`src/rtl/seq_multiplier.sv`:
```
// Unsigned WIDTH x WIDTH shift-and-add multiplier, one add-and-shift per clock.
// Start/busy/done handshake; product register holds the result after done.
module seq_multiplier #(
  parameter int WIDTH = 16
) (
  input  logic               clk,
  input  logic               reset,
  input  logic               start,
  input  logic [WIDTH-1:0]   multiplicand,
  input  logic [WIDTH-1:0]   multiplier,
  output logic [2*WIDTH-1:0] product,
  output logic               busy,
  output logic               done
);

  localparam int CNT_W = $clog2(WIDTH) + 1;

  typedef enum logic [1:0] {
    ST_IDLE = 2'd0,
    ST_CALC = 2'd1,
    ST_DONE = 2'd2
  } state_t;

  state_t             state_q, state_d;
  logic [2*WIDTH-1:0] product_q, product_d;
  logic [WIDTH-1:0]   mcand_q, mcand_d;
  logic [CNT_W-1:0]   cnt_q, cnt_d;
  logic               busy_q, busy_d;
  logic               done_q, done_d;
  logic [WIDTH:0]     sum_s;

  // Next-state, datapath and registered-output computation
  always_comb begin
    state_d   = state_q;
    product_d = product_q;
    mcand_d   = mcand_q;
    cnt_d     = cnt_q;
    busy_d    = 1'b0;
    done_d    = 1'b0;
    // Carry-out of the partial add lands in the top bit after the shift
    if (product_q[0]) begin
      sum_s = {1'b0, product_q[2*WIDTH-1:WIDTH]} + {1'b0, mcand_q};
    end else begin
      sum_s = {1'b0, product_q[2*WIDTH-1:WIDTH]};
    end

    case (state_q)
      ST_IDLE, ST_DONE: begin
        if (start) begin
          state_d   = ST_CALC;
          mcand_d   = multiplicand;
          product_d = {{WIDTH{1'b0}}, multiplier};
          cnt_d     = {CNT_W{1'b0}};
          busy_d    = 1'b1;
        end else begin
          state_d   = ST_IDLE;
        end
      end
      ST_CALC: begin
        product_d = {sum_s, product_q[WIDTH-1:1]};
        cnt_d     = cnt_q + {{(CNT_W-1){1'b0}}, 1'b1};
        if (cnt_q == CNT_W'(WIDTH - 1)) begin
          state_d = ST_DONE;
          done_d  = 1'b1;
        end else begin
          busy_d  = 1'b1;
        end
      end
      default: begin
        state_d   = ST_IDLE;
        product_d = {(2*WIDTH){1'b0}};
        cnt_d     = {CNT_W{1'b0}};
      end
    endcase
  end

  // State and output registers; reset wins over start and aborts any operation
  always_ff @(posedge clk) begin
    if (reset) begin
      state_q   <= ST_IDLE;
      product_q <= {(2*WIDTH){1'b0}};
      mcand_q   <= {WIDTH{1'b0}};
      cnt_q     <= {CNT_W{1'b0}};
      busy_q    <= 1'b0;
      done_q    <= 1'b0;
    end else begin
      state_q   <= state_d;
      product_q <= product_d;
      mcand_q   <= mcand_d;
      cnt_q     <= cnt_d;
      busy_q    <= busy_d;
      done_q    <= done_d;
    end
  end

  assign product = product_q;
  assign busy    = busy_q;
  assign done    = done_q;

endmodule
```
`config.mk`:
```
export PLATFORM = sky130hd
export DESIGN_NAME = seq_multiplier
export DESIGN_NICKNAME = d
export VERILOG_FILES = /design/src/rtl/seq_multiplier.sv
export SDC_FILE = /design/constraint.sdc
export NUM_CORES = 1
export LEC_CHECK = 0
export CAP_MARGIN = 20
export CORE_MARGIN = 1
export CORE_UTILIZATION = 45
export CTS_CLUSTER_SIZE = 25
export DETAILED_ROUTE_END_ITERATION = 7
export PLACE_DENSITY = 0.8
export SYNTH_ARGS = -nofsm -noshare
export SYNTH_HDL_FRONTEND = slang
export SYNTH_SLANG_ARGS = --single-unit
```
`constraint.sdc`:
```
create_clock -name clk -period 3.8 [get_ports clk]
set_input_delay 0.38 -clock clk [delete_from_list [all_inputs] [get_ports clk]]
set_output_delay 0.38 -clock clk [all_outputs]
set_load 0.005 [all_outputs]
```
## Yosys cells after proc, flatten, opt, wreduce, memory -nomap -nowiden

Index checks and enable logic that the tools add are counted.

- Register bits after elaboration: 57
- Bits of input ports: 35

- Add/sub/neg operators: 2
- Eq/ne operators: 5
- Muxes and demuxes: 12
- Bitwise operators: 1
- Reductions and logical operators: 4

Operators by type and width:

| cell | count |
|---|---|
| case mux 32 bit (2 select lines) | 1 |
| 2-to-1 mux 32 bit | 1 |
| adder 16 x 16 -> 17 bit | 1 |
| 2-to-1 mux 17 bit | 1 |
| case mux 5 bit (2 select lines) | 1 |
| adder 5 x 1 -> 5 bit (second input constant) | 1 |
| equality test 5 x 4 -> 1 bit (second input constant) | 1 |
| 2-to-1 mux 5 bit | 1 |
| 2-to-1 mux 1 bit | 4 |
| inequality test 2 bit (second input constant) | 2 |
| case mux 2 bit (2 select lines) | 1 |
| OR reduction 2 bit | 2 |
| equality test 2 x 1 -> 1 bit (second input constant) | 1 |
| equality test 2 bit (second input constant) | 1 |
| logical NOT 2 bit | 1 |
| 2-to-1 mux 2 bit | 1 |
| case mux 1 bit (2 select lines) | 1 |
| AND reduction 2 bit | 1 |
| inverter 1 bit | 1 |

## Logic depth before layout (Yosys ltp)

- Depth after elaboration: 3
- Mapped depth: 9

## Worst setup path after synthesis

OpenSTA, ideal clock, no wires.

- Path type: reg2reg
- Start: register product_q[16] (netlist: product[16])
- End: register product_q[29] (netlist: product[29])
- Setup time: 0.127 ns
- Arrival: 2.181 ns
- Slack: 1.492 ns
- Stages on the path, launching flop included: 10
- Buffers on the path: 0
- Clock period less this slack: 2.308 ns
- Cells stage by stage: dfxtp_1 -> ha_1 -> inv_1 -> fa_1 -> nor2b_1 -> o211ai_1 -> a31oi_2 -> a311oi_1 -> and4_1 -> or3_1

- Word-level cells in the longest chain between the ends: 3

Ends and longest elaborated chain:

| item | RTL line | source |
|---|---|---|
| start, declared | 25 | `logic [2*WIDTH-1:0] product_q, product_d;` |
| start signal, assigned | 81 | `product_q <= {(2*WIDTH){1'b0}};` |
| start signal, assigned | 88 | `product_q <= product_d;` |
| adder 16 x 16 -> 17 bit | 42 | `sum_s = {1'b0, product_q[2*WIDTH-1:WIDTH]} + {1'b0, mcand_q};` |
| 2-to-1 mux 17 bit | 41 | `if (product_q[0]) begin` |
| case mux 32 bit (2 select lines) | 47 | `case (state_q)` |

Every way passes these cells.
A chain may end at the register's enable or synchronous reset.

## Worst setup path in the final report

Ends and elaborated chain as after synthesis.

==> results.sh <==
export IMPL_core_area_sq_um=6490
export IMPL_post_cts_buffers=0
export IMPL_die_area_sq_um=7240
export IMPL_crit_slowest_cell="fa_1"
export IMPL_synthesis_nets=424
export IMPL_drive_gt1_share_pct=7.57
export IMPL_fin_worst_skew_ns=0.00747
export IMPL_ys_seq_elements=57
export IMPL_holdWs_ns=0.429
export IMPL_setup_violations=0
export IMPL_seq_power_share_pct=41.7
export IMPL_ys_seq_area_share_pct=36.7
export IMPL_syn_to_final_growth_pct=30.5
export IMPL_overflow=0
export IMPL_critPathMaxStageDelay_ns=0.41
export IMPL_p_leak_uw=0.00164
export IMPL_critPathKind="reg -> reg"
export IMPL_vias_per_cell=5.66
export IMPL_crit_family="simple AND/OR/NAND/NOR gates"
export IMPL_critPathBufInv=1
export IMPL_grt_total_usage_pct=21.4
export IMPL_nets=485
export IMPL_combPwrFrac_pct=13.2
export IMPL_maxCapViolCount=0
export IMPL_h_tree_depth=3
export IMPL_postCtsHoldBufs=0
export IMPL_p_int_uw=1180
export IMPL_period_minus_slack_ns=2.56
export IMPL_min_path_type="in -> reg"
export IMPL_detail_route_iter0_violations=138
export IMPL_grt_start_max_net_pins=54
export IMPL_busiest_layer="met2"
export IMPL_hpwl_um=5280
export IMPL_clock_path_buffers=2
export IMPL_routed_wl_um=7510
export IMPL_initial_core_util_pct=47.8
export IMPL_final_setup_tns_ns=0
export IMPL_use_met2_pct=36.7
export IMPL_clk_pin_slew_ns=0.07
export IMPL_yosysWarnings=0
export IMPL_rsz0062_at_grt="no"
export IMPL_routedWlPerCell_um=14.6
export IMPL_grt_antenna_before_repair=0
export IMPL_mappedNetlistArea_sq_um=3110
export IMPL_ys_types=57
export IMPL_met3_usage_pct=6.81
export IMPL_final_period_utilization_pct=67.4
export IMPL_diodes=0
export IMPL_cp_arrival_ns=2.78
export IMPL_p_switching_uw=375
export IMPL_synth_edf_count=0
export IMPL_ctsResizeCount=0
export IMPL_post_route_cell_area_sq_um=4050
export IMPL_die_w_um=85.1
export IMPL_powerDensity_nw_per_um2=384
export IMPL_cp_cell_sequence="ha_1 -> inv_1 -> fa_1 -> nor2b_1 -> o211ai_1 -> a31oi_2 -> a311oi_1 -> and4_1 -> or3_1"
export IMPL_syn_inst=370
export IMPL_cts_tree="done"
export IMPL_clkPwrFrac_pct=45.1
export IMPL_ys_flop_type="dfxtp_1"
export IMPL_routabilityCongestion=0.884
export IMPL_final_util_pct=62.4
export IMPL_p_total_uw=1560
export IMPL_final_max_slew_violation_count=0
export IMPL_numCtsBuffers=9
export IMPL_numPortBuffers=68
export IMPL_hold_violations=0
export IMPL_dr_pass1_iters=4
export IMPL_outcome="complete, no violations"
export IMPL_io_pins=69
export IMPL_ir_drop_mv=0.241
export IMPL_path_max_fanout=5
export IMPL_die_h_um=85.1
export IMPL_critPathRequiredTime_ns=4.02
export IMPL_p_sw_share_pct=24.1
export IMPL_fmax_ghz=0.390
export IMPL_syn_area_per_cell_sq_um=8.39
export IMPL_drc=0
export IMPL_grt_first_pass_wirelength_um=12400
export IMPL_place_area_sq_um=3810
export IMPL_use_met1_pct=26.2
export IMPL_worst_slew_pin_slew_ns=0.790
export IMPL_cts_root_buf="clkbuf_8"
export IMPL_fp_row_count=29
export IMPL_clk_latency_ns=0.33
export IMPL_final_antenna_net_count=0
export IMPL_end_kind="flip-flop"
export IMPL_slew_headroom_pct=47.1
export IMPL_cts_sinks=57
export IMPL_synthArstFlopShare_pct=0
export IMPL_cp_start_kind="flip-flop"
export IMPL_grt_pass1_vias=2720
export IMPL_vias=2902
[power by group through the flow]
stage / Sequential [uW] / Clock [uW] / Combinational (uW)
2_1_floorplan: 653 / 0 / 124
3_3_place_gp: 661 / 0 / 202
3_5_place_dp: 662 / 0 / 207
4_1_cts: 649 / 707 / 207
5_1_grt: 652 / 735 / 229
6_report: 649 / 702 / 206
[worst min-delay path: stages]
cell     delay, ns
buf_2         0.09
inv_1         0.11
o311a_1       0.15
[worst paths after layout]
check / slack, ns / cells past startpoint / endpoint / start
hold reg to reg: 0.46 / 2 / mcand_q[12] / mcand_q[12]
setup reg to reg: 1.24 / 9 / product[29] / product[16]
hold / removal: 0.43 / 3 / product[15] / reset
setup / recovery: 1.24 / 9 / product[29] / product[16]
[kinds of logic after synthesis]
group                    count (synthesis)  share of synthesized area, %
AND/OR/NAND/NOR                        129                          18.7
AO/OA/AOI/OAI                          106                          23.6
flip-flops                              57                          36.7
buffers and inverters                   31                          4.35
multiplexers                            20                          6.49
adder cells (fa/ha/maj)                 19                          7.90
XOR/XNOR                                 8                          2.26
[synthesized netlist by cell type, drive strengths merged, types with 2 or more instances]
| library cell | n | area share [%] |
|---|---|---|
| clkbuf | 15 | 1.8 |
| o211ai | 4 | 0.97 |
| o22ai | 5 | 1.0 |
| and3 | 5 | 1.0 |
| a311oi | 3 | 0.85 |
| nor2b | 7 | 1.4 |
| a222oi | 2 | 0.64 |
| nor2 | 51 | 6.2 |
| or3 | 3 | 0.60 |
| a31oi | 20 | 4.7 |
| a22oi | 10 | 2.4 |
| nand4 | 2 | 0.40 |
| xnor2 | 4 | 1.1 |
| and2 | 2 | 0.44 |
| nor3 | 2 | 0.32 |
| dfxtp | 57 | 37 |
| a21o | 7 | 1.7 |
| nand2 | 41 | 5.0 |
| nand3 | 7 | 1.1 |
| mux2i | 19 | 6.1 |
| ha | 18 | 7.3 |
| o21a | 3 | 0.73 |
| buf | 8 | 1.6 |
| nand3b | 2 | 0.48 |
| o21ai | 8 | 1.5 |
| and4 | 2 | 0.56 |
| inv | 7 | 0.85 |
| nor4 | 2 | 0.40 |
| a21oi | 32 | 5.5 |
| nand2b | 2 | 0.40 |
| xor2 | 4 | 1.1 |
[final cells by class]
type	instances	area [sq um]
fillers	567	2440
inverters	8	30.0
multi-input cells	282	1830
clock inverters	5	103
repair buffers	73	713
clock buffers	11	141
flip-flops and latches	57	1140
well taps	77	96.3
[metrics by stage]
stage	setup slack [ns]	instances
3_3_place_gp	1.39	497
3_5_place_dp	1.30	497
2_1_floorplan	1.49	370
4_1_cts	1.26	513
6_report	1.24	513
5_1_grt	1.00	513
[sequential cells by signal, summed over array words and instances (netlist names)]
| name | flops |
|---|---|
| cnt_q | 5 |
| product | 32 |
| done | 1 |
| mcand_q | 16 |
| busy | 1 |
| state_q | 2 |
[metal layers]
| metal | part of all wire, % | wire length, um | up-vias |
|---|---|---|---|
| met5 | 0 | 0 | - |
| met1 | 45 | 3370 | 1351 |
| met2 | 48 | 3640 | 83 |
| li1 | - | - | 1456 |
| met4 | 0.88 | 66 | 0 |
| met3 | 5.7 | 430 | 12 |
[cells in the final DEF, fill, tap and decap left out, types with 3 or more instances in the layout]
cell              n
a21oi_1          31
dfxtp_1          57
bufinv_16         3
o22ai_1           5
nor2_1           51
mux2i_1          19
a22oi_1          10
a31oi_1          18
ha_1             18
o21a_1            3
inv_1             7
xor2_1            4
clkbuf_8         10
a311oi_1          3
nand3_1           7
o211ai_1          4
or3_1             3
and3_1            4
a21o_1            6
clkdlybuf4s50_1  67
o21ai_0           6
nand2_1          40
xnor2_1           4
nor2b_1           7
buf_4             5
Power figures use the tool's default switching activity.
